File: src/rtl/led_shift_out_if.sv
// LED shift-out bus: parallel pattern in, 595-style serial chain out.
// The master modport drives the pattern; the slave runs the chain.
interface led_shift_out_if #(
    parameter int WIDTH = 8
);
    logic [WIDTH-1:0] leds_in;
    logic             sclk;
    logic             sdata;
    logic             latch;
    logic             busy;
    logic             done;

    modport master (
        output leds_in,
        input  sclk, sdata, latch, busy, done
    );

    modport slave (
        input  leds_in,
        output sclk, sdata, latch, busy, done
    );
endinterface

File: src/rtl/led_shift_out.sv
// Serialises changed LED patterns MSB-first into a 74HC595-style chain.
// Optional LED_SHIFT_PERIODIC_REFRESH_EN resends the pattern periodically.
module led_shift_out #(
    parameter int CLK_FREQ       = 25_000_000,
    parameter int SCLK_FREQ      = 1_000_000,
    parameter int WIDTH          = 8,
    parameter int REFRESH_CYCLES = 2_500_000
) (
    input logic             clk,
    input logic             rst_n,
    led_shift_out_if.slave  bus
);
    localparam int HALF_RAW = CLK_FREQ / (2 * SCLK_FREQ);
    localparam int HALF     = (HALF_RAW == 0) ? 1 : HALF_RAW;
    localparam int DW       = (HALF > 1) ? $clog2(HALF) : 1;
    localparam int BW       = $clog2(WIDTH + 1);

    typedef enum logic [1:0] {IDLE, SHIFT, LATCH} state_t;

    state_t           state, state_nx;
    logic [DW-1:0]    div, div_nx;
    logic [BW-1:0]    bit_cnt, bit_nx;
    logic [WIDTH-1:0] shreg, shreg_nx;
    logic [WIDTH-1:0] sent_reg, sent_nx;
    logic             force_tx, force_nx;
    logic             sclk_q, sclk_nx;
    logic             sdata_q, sdata_nx;
    logic             latch_q, latch_nx;
    logic             busy_q, busy_nx;
    logic             done_q, done_nx;
    logic             div_wrap;
    logic             start;

`ifdef LED_SHIFT_PERIODIC_REFRESH_EN
    localparam int RW = (REFRESH_CYCLES > 1) ? $clog2(REFRESH_CYCLES) : 1;
    logic [RW-1:0] refresh_cnt, refresh_nx;
`endif

    assign div_wrap = (div == DW'(HALF - 1));
    assign start    = force_tx || (bus.leds_in != sent_reg);

    always_comb begin
        state_nx = state;
        div_nx   = div;
        bit_nx   = bit_cnt;
        shreg_nx = shreg;
        sent_nx  = sent_reg;
        force_nx = force_tx;
        sclk_nx  = sclk_q;
        sdata_nx = sdata_q;
        latch_nx = latch_q;
        busy_nx  = busy_q;
        done_nx  = 1'b0;
`ifdef LED_SHIFT_PERIODIC_REFRESH_EN
        refresh_nx = refresh_cnt;
`endif
        unique case (state)
            IDLE: begin
                sclk_nx  = 1'b0;
                latch_nx = 1'b0;
                busy_nx  = 1'b0;
                if (start) begin
                    shreg_nx = bus.leds_in;
                    sent_nx  = bus.leds_in;
                    force_nx = 1'b0;
                    sdata_nx = bus.leds_in[WIDTH-1];
                    busy_nx  = 1'b1;
                    div_nx   = '0;
                    bit_nx   = '0;
                    state_nx = SHIFT;
`ifdef LED_SHIFT_PERIODIC_REFRESH_EN
                    refresh_nx = '0;
                end else if (refresh_cnt == RW'(REFRESH_CYCLES - 1)) begin
                    force_nx   = 1'b1;
                    refresh_nx = '0;
                end else begin
                    refresh_nx = refresh_cnt + 1'b1;
`endif
                end
            end
            SHIFT: begin
                if (!div_wrap) begin
                    div_nx = div + 1'b1;
                end else begin
                    div_nx = '0;
                    if (!sclk_q) begin
                        sclk_nx = 1'b1;
                    end else begin
                        // falling edge: advance to the next bit
                        sclk_nx  = 1'b0;
                        shreg_nx = shreg << 1;
                        bit_nx   = bit_cnt + 1'b1;
                        if (bit_cnt == BW'(WIDTH - 1)) begin
                            sdata_nx = 1'b0;
                            latch_nx = 1'b1;
                            state_nx = LATCH;
                        end else begin
                            sdata_nx = shreg[WIDTH-2];
                        end
                    end
                end
            end
            LATCH: begin
                sclk_nx = 1'b0;
                if (!div_wrap) begin
                    div_nx = div + 1'b1;
                end else begin
                    div_nx   = '0;
                    latch_nx = 1'b0;
                    busy_nx  = 1'b0;
                    done_nx  = 1'b1;
                    state_nx = IDLE;
                end
            end
            default: state_nx = IDLE;
        endcase
    end

    always_ff @(posedge clk or negedge rst_n) begin
        if (!rst_n) begin
            state    <= IDLE;
            div      <= '0;
            bit_cnt  <= '0;
            shreg    <= '0;
            sent_reg <= '0;
            force_tx <= 1'b1;
            sclk_q   <= 1'b0;
            sdata_q  <= 1'b0;
            latch_q  <= 1'b0;
            busy_q   <= 1'b0;
            done_q   <= 1'b0;
        end else begin
            state    <= state_nx;
            div      <= div_nx;
            bit_cnt  <= bit_nx;
            shreg    <= shreg_nx;
            sent_reg <= sent_nx;
            force_tx <= force_nx;
            sclk_q   <= sclk_nx;
            sdata_q  <= sdata_nx;
            latch_q  <= latch_nx;
            busy_q   <= busy_nx;
            done_q   <= done_nx;
        end
    end

`ifdef LED_SHIFT_PERIODIC_REFRESH_EN
    always_ff @(posedge clk or negedge rst_n) begin
        if (!rst_n) refresh_cnt <= '0;
        else        refresh_cnt <= refresh_nx;
    end
`endif

    assign bus.sclk  = sclk_q;
    assign bus.sdata = sdata_q;
    assign bus.latch = latch_q;
    assign bus.busy  = busy_q;
    assign bus.done  = done_q;
endmodule

File: src/flat_wrapper.sv
// flat-port wrapper written by rule: the top's interface ports become plain ports
module led_shift_out_flat 
#(
    parameter int CLK_FREQ       = 25_000_000,
    parameter int SCLK_FREQ      = 1_000_000,
    parameter int WIDTH          = 8,
    parameter int REFRESH_CYCLES = 2_500_000
)
  (clk, rst_n, bus_leds_in, bus_sclk, bus_sdata, bus_latch, bus_busy, bus_done);
  led_shift_out_if #(.WIDTH(WIDTH)) bus_i ();
  input logic clk;
  input logic rst_n;
  input wire logic [$bits(bus_i.leds_in)-1:0] bus_leds_in;
  output wire logic [$bits(bus_i.sclk)-1:0] bus_sclk;
  output wire logic [$bits(bus_i.sdata)-1:0] bus_sdata;
  output wire logic [$bits(bus_i.latch)-1:0] bus_latch;
  output wire logic [$bits(bus_i.busy)-1:0] bus_busy;
  output wire logic [$bits(bus_i.done)-1:0] bus_done;
  assign bus_i.leds_in = bus_leds_in;
  assign bus_sclk = bus_i.sclk;
  assign bus_sdata = bus_i.sdata;
  assign bus_latch = bus_i.latch;
  assign bus_busy = bus_i.busy;
  assign bus_done = bus_i.done;
  led_shift_out #(.CLK_FREQ(CLK_FREQ), .SCLK_FREQ(SCLK_FREQ), .WIDTH(WIDTH), .REFRESH_CYCLES(REFRESH_CYCLES)) u_core (.clk(clk), .rst_n(rst_n), .bus(bus_i));
endmodule
File: config.mk
export PLATFORM = sky130hd
export DESIGN_NAME = led_shift_out_flat
export DESIGN_NICKNAME = d
export VERILOG_FILES = /design/src/rtl/led_shift_out_if.sv /design/src/rtl/led_shift_out.sv /design/src/flat_wrapper.sv
export SDC_FILE = /design/constraint.sdc
export NUM_CORES = 1
export LEC_CHECK = 0
export ABC_CLOCK_PERIOD_IN_PS = 2750
export CAP_MARGIN = 20
export CORE_AREA = 2 2 57 59
export CTS_BUF_LIST = sky130_fd_sc_hd__clkbuf_4 sky130_fd_sc_hd__clkbuf_8
export DETAILED_ROUTE_END_ITERATION = 7
export DIE_AREA = 0 0 59 61
export PLACE_DENSITY = 0.79
export SETUP_SLACK_MARGIN = 0.5
export SLEW_MARGIN = 5
export SYNTH_ARGS = -nofsm -noshare
export SYNTH_HDL_FRONTEND = slang
export SYNTH_SLANG_ARGS = --single-unit
File: constraint.sdc
create_clock -name clk -period 2.75 [get_ports clk]
set_clock_uncertainty 0.15 [all_clocks]
set_input_delay 0.275 -clock clk [delete_from_list [all_inputs] [get_ports clk]]
set_output_delay 0.275 -clock clk [all_outputs]
set_load 0.05 [all_outputs]
Word-level counts from Yosys, hierarchy flattened
Cells that the tools add are included.

operators by class
  $add $sub $neg = 2
  multipliers = 0
  div/mod/pow operators = 0
  magnitude comparators = 0
  eq/ne operators = 10
  shifts and indexed selects = 0
  muxes and demuxes = 33
  bitwise gates (word level) = 0
  reductions and logical operators = 16

operators by type and width
  cell                 number
  $mux 7               3
  $mux 4               4
  $pmux 4 s2           2
  $pmux 7 s2           1
  $mux 1               13
  $mux 2               5
  $ne 2x1->1 const B   5
  $reduce_and 5->1     2
  $add 4x1->4 const B  2
  $ne 8x8->1           1
  $reduce_and 2->1     4
  $reduce_bool 2->1    4
  $pmux 1 s2           3
  $pmux 2 s3           1
  $eq 4x3->1 const B   1
  $eq 4x4->1 const B   1
  $reduce_and 4->1     1
  $reduce_or 2->1      2
  $pmux 1 s3           1
  $reduce_bool 3->1    1
  $eq 2x1->1 const B   1
  $eq 2x2->1 const B   1
  $logic_not 2->1      1
  $logic_or 1x1->1     1

word-level totals
  flip-flop bits (word level) = 31
  bits in latches = 0
  bits in writable memories = 0
  bits in read-only memories = 0
  bits of input ports = 10
  output and inout bits = 5
  logic and storage cells = 72
  memories = 0

Logic depth before layout (Yosys ltp)
  depth in word-level cells = 5
  gate-level depth with buffers = 7

Worst setup path after synthesis
OpenSTA, ideal clock, no wires.

  path kind = register to register
  from = register u_core.div[0]
  to = register u_core.sdata_q (netlist: u_core.bus.sdata)
  library setup time = 0.125 ns
  arrival time = 1.797 ns
  setup slack = 0.677 ns
  stages on the path, launching flop included = 8
  buffers on the path = 1
  cell sequence = dfrtp_1 ha_1 and3b_1 and2_4 mux2_4 a21boi_1 buf_6 mux2_4

on the way
  cells in the longest elaborated chain, start to end = 3

ends and longest elaborated chain
  element                            line                  source
  start: declaration                 led_shift_out.sv:21   logic [DW-1:0] div, div_nx;
  start signal: assignment           led_shift_out.sv:134  div <= div_nx;
  $eq 4x4->1                         led_shift_out.sv:39   assign div_wrap = (div == DW'(HALF - 1));
  $ne 2x1->1 (no source line)        --
  $reduce_and 4->1 (no source line)  --
  end signal: assignment             led_shift_out.sv:140  sdata_q <= sdata_nx;
  end: declaration                   led_shift_out.sv:27   logic sdata_q, sdata_nx;

No other way between the ends.
A chain may end at the register's enable or synchronous reset.

Worst setup path after layout
  from = register u_core.div[0]
  to = register u_core.shreg[0]

on the way
  cells in the longest elaborated chain, start to end = 3

ends and longest elaborated chain
  element                            line                  source
  $eq 4x4->1                         led_shift_out.sv:39
  $ne 2x1->1 (no source line)        --
  $reduce_and 4->1 (no source line)  --
  end signal: assignment             led_shift_out.sv:136  shreg <= shreg_nx;
  end: declaration                   led_shift_out.sv:23   logic [WIDTH-1:0] shreg, shreg_nx;

No other way between the ends.

==> results_dict.tcl <==
set metrics [dict create \
    post_synth_fa_ha_maj_area_fraction_pct 4.45 \
    setup_slack_ns 0.567 \
    fin_cells 208 \
    fin_crit_sh_pct 79.4 \
    h-tree-depth 2 \
    cts_sinks 31 \
    syn_to_final_growth_pct 19.7 \
    dieHeight_um 61 \
    synth_xor_area_share_pct 2.60 \
    synth.area.mux_share_pct 18.3 \
    ir_worst_vdd_v 0.000673 \
    slowest_stage "dfrtp_1" \
    ys_warn_count 0 \
    drt_iter0_markers 59 \
    core_um2 2950 \
    path_clk_slew_ns 0.10 \
    antenna_found_initial 0 \
    track_usage_pct 21.9 \
    num_vias 1187 \
    power.density_nw_per_um2 1130 \
    rows 20 \
    synth_cells 147 \
    wire_per_inst_um 16.3 \
    endpoint "u_core.shreg[0]" \
    rrSetupSlack_ns 0.57 \
    synthDistinctLibCells 40 \
    fin_crit_ns 2.18 \
    dpl.cell_count 199 \
    critPathCaptureType "register" \
    crit_fanout 10 \
    worstPathArrival_ns 2.26 \
    cp.required_ns 2.83 \
    critPathLaunch "u_core.div[0]" \
    final_area_um2 2020 \
    nNetsFinal 190 \
    grt_first_pass_wirelength_mm 5.74 \
    final_common_cell "dfrtp_1" \
    multiInputGateArea_um2 860 \
    wl_mm 3.38 \
    ant_nets 0 \
    async_flop_share_pct 100 \
    io-pin-count 15 \
    cpPeakStageDelay_ns 0.42 \
    synth_top_family_by_area "multiplexers" \
    clk_latency_ns 0.33 \
    rsz0062_at_grt "no" \
    syn_nets 163 \
    synth-seq-cells 31 \
    max_clock_freq_ghz 0.458 \
    yosys.area_share.simple_pct 12.9 \
    io_buffer_count 14 \
    die_width_um 59 \
    cts_root_buf "clkbuf_4" \
    r2r-start "u_core.div[0]" \
    crit_chain "ha_1 > and3b_1 > and2_4 > mux2_4 > a21boi_4 > buf_12 > mux2_4" \
    reg2reg_depth 7 \
    gp_congestion 0.798 \
    cts_tree "built" \
    dp_hpwl_mm 2.41 \
    synth_compound_area_share_pct 12.0 \
    nFillCells 216 \
    cts_hold_buffers 0 \
    hold_viol 0 \
    regArea_um2 777 \
    holdCritPathClass "in -> async" \
    ys.flop_type "dfrtp_1" \
    critPathLaunchType "register" \
    mostFrequentLayoutCells "dfrtp_1, clkdlybuf4s50_1, mux2_2, nand2_1, buf_4" \
    placement.setup.worst_slack_ns -0.102 \
    syn_area_um2 1690 \
    antennaDiodeCount 0 \
    crit_type "reg -> reg" \
    grt_start_max_net_pins 32 \
    path_common_cell "mux2_4" \
    grt_pass1_vias 1255 \
    grt_remaining_overflow 0 \
    rr_endpoint "u_core.shreg[0]" \
    relSlewSlack_pct 67.1 \
    synth-edff-count 0 \
    dr.pass1.iters 4 \
    viasPerCell 5.71 \
    cts_buffers 5 \
    cts_buffer_depth 2 \
    setup_viol 0 \
    drive_gt1_share_pct 25.1 \
    status "finished, final reports clean" \
    largest_reg_flops 8 \
    avgSynthCellArea_um2 11.5 \
    drc 0 \
    drv_cap 0 \
    dpl-instance-area_um2 1920 \
    worstMarginPinSlew_ns 0.492 \
    slew_viol_final 0 \
    initial_core_util_pct 57.1 \
    die_area_um2 3600 \
    p_leak_nw 0.933 \
    synth-seq-area-share_pct 46.1 \
]
-- timing repair --
action / 4_1_cts / 5_1_grt
hold endpoints to repair: 0 / 0
endpoints found under the setup margin: 10 / 8
gates resized for setup: 2 / 0
buffers inserted: 0 / 1
-- layout make-up --
cell class	instances	share of cell area [%]
multi-input combinational	102	42.6
timing repair buffer	25	11.6
inverter	9	1.67
clock buffer	8	3.59
sequential	31	38.5
tap	33	2.04
-- worst max-delay path, delay by kind of cell (launching register included) --
family,cells,cell delay (ns)
compound gates,1,0.15
fa+ha+maj,1,0.24
buf+inv,1,0.16
flops,1,0.42
mux,2,0.58
simple gates,2,0.37
-- worst min path at each step --
stage | endpoint | cells past startpoint
global placement | u_core.force_tx | 1
CTS | u_core.div[2] | 2
floorplan | u_core.bit_cnt[0] | 0
detailed placement | u_core.force_tx | 1
global route | u_core.div[3] | 2
finish | u_core.div[3] | 2
-- cells in the mapped netlist, drive strengths merged, types with 2 or more instances --
cell / n / area [µm²]
nor3: 3 / 15.0
mux2i: 5 / 50.1
a21oi: 4 / 20.0
and2: 3 / 21.3
nand2: 10 / 37.5
buf: 2 / 16.3
nand4: 2 / 12.5
nand3: 2 / 10.0
a32o: 2 / 20.0
dfrtp: 30 / 751
ha: 6 / 75.1
o21ai: 4 / 20.0
and3b: 2 / 17.5
o2bb2ai: 3 / 26.3
nor2: 7 / 26.3
mux2: 20 / 259
xor2: 5 / 43.8
clkbuf: 3 / 11.3
o31ai: 3 / 22.5
nor2b: 4 / 25.0
inv: 9 / 33.8
and3: 3 / 18.8
a221o: 2 / 20.0
-- per-stage QoR --
| step | hold slack (ns) | power, mW | setup TNS, ns | util, % |
|---|---|---|---|---|
| 3_3_place_gp | 0.331 | 1.85 | 0 | 64.9 |
| 2_1_floorplan | -0.171 | 1.65 | 0 | - |
| 4_1_cts | 0.187 | 2.25 | 0 | 67.7 |
| 6_report | 0.172 | 2.28 | 0 | 68.4 |
| 3_5_place_dp | 0.333 | 1.92 | -0.728 | 64.9 |
| 5_1_grt | 0.216 | 2.43 | 0 | 68.4 |
-- cells by family (layout without fill, tap and decap cells) --
logic type / Yosys count / in the layout
AO/OA/AOI/OAI: 26 / 26
XOR/XNOR: 5 / 5
buffers and inverters: 14 / 42
adder cells (fa/ha/maj): 6 / 6
multiplexers: 25 / 25
AND/OR/NAND/NOR: 40 / 40
flip-flops: 31 / 31
-- metal layers --
metal  up-vias  track usage (%)  part of all wire, %
met2        19             38.9                   52
met4         0             10.4                  1.5
met1       576             25.3                   44
li1        585                -                    -
met5         -                0                    0
met3         7             4.69                  2.4
-- report_power, final --
part | total, mW | switching, mW | internal (mW) | leakage [nW]
Combinational | 1.17 | 0.566 | 0.601 | 0.511
Clock | 0.318 | 0.158 | 0.160 | 0.0420
Sequential | 0.792 | 0.142 | 0.650 | 0.380
Total | 2.28 | 0.866 | 1.41 | 0.933
No activity file was read; power rests on OpenSTA's default activity.
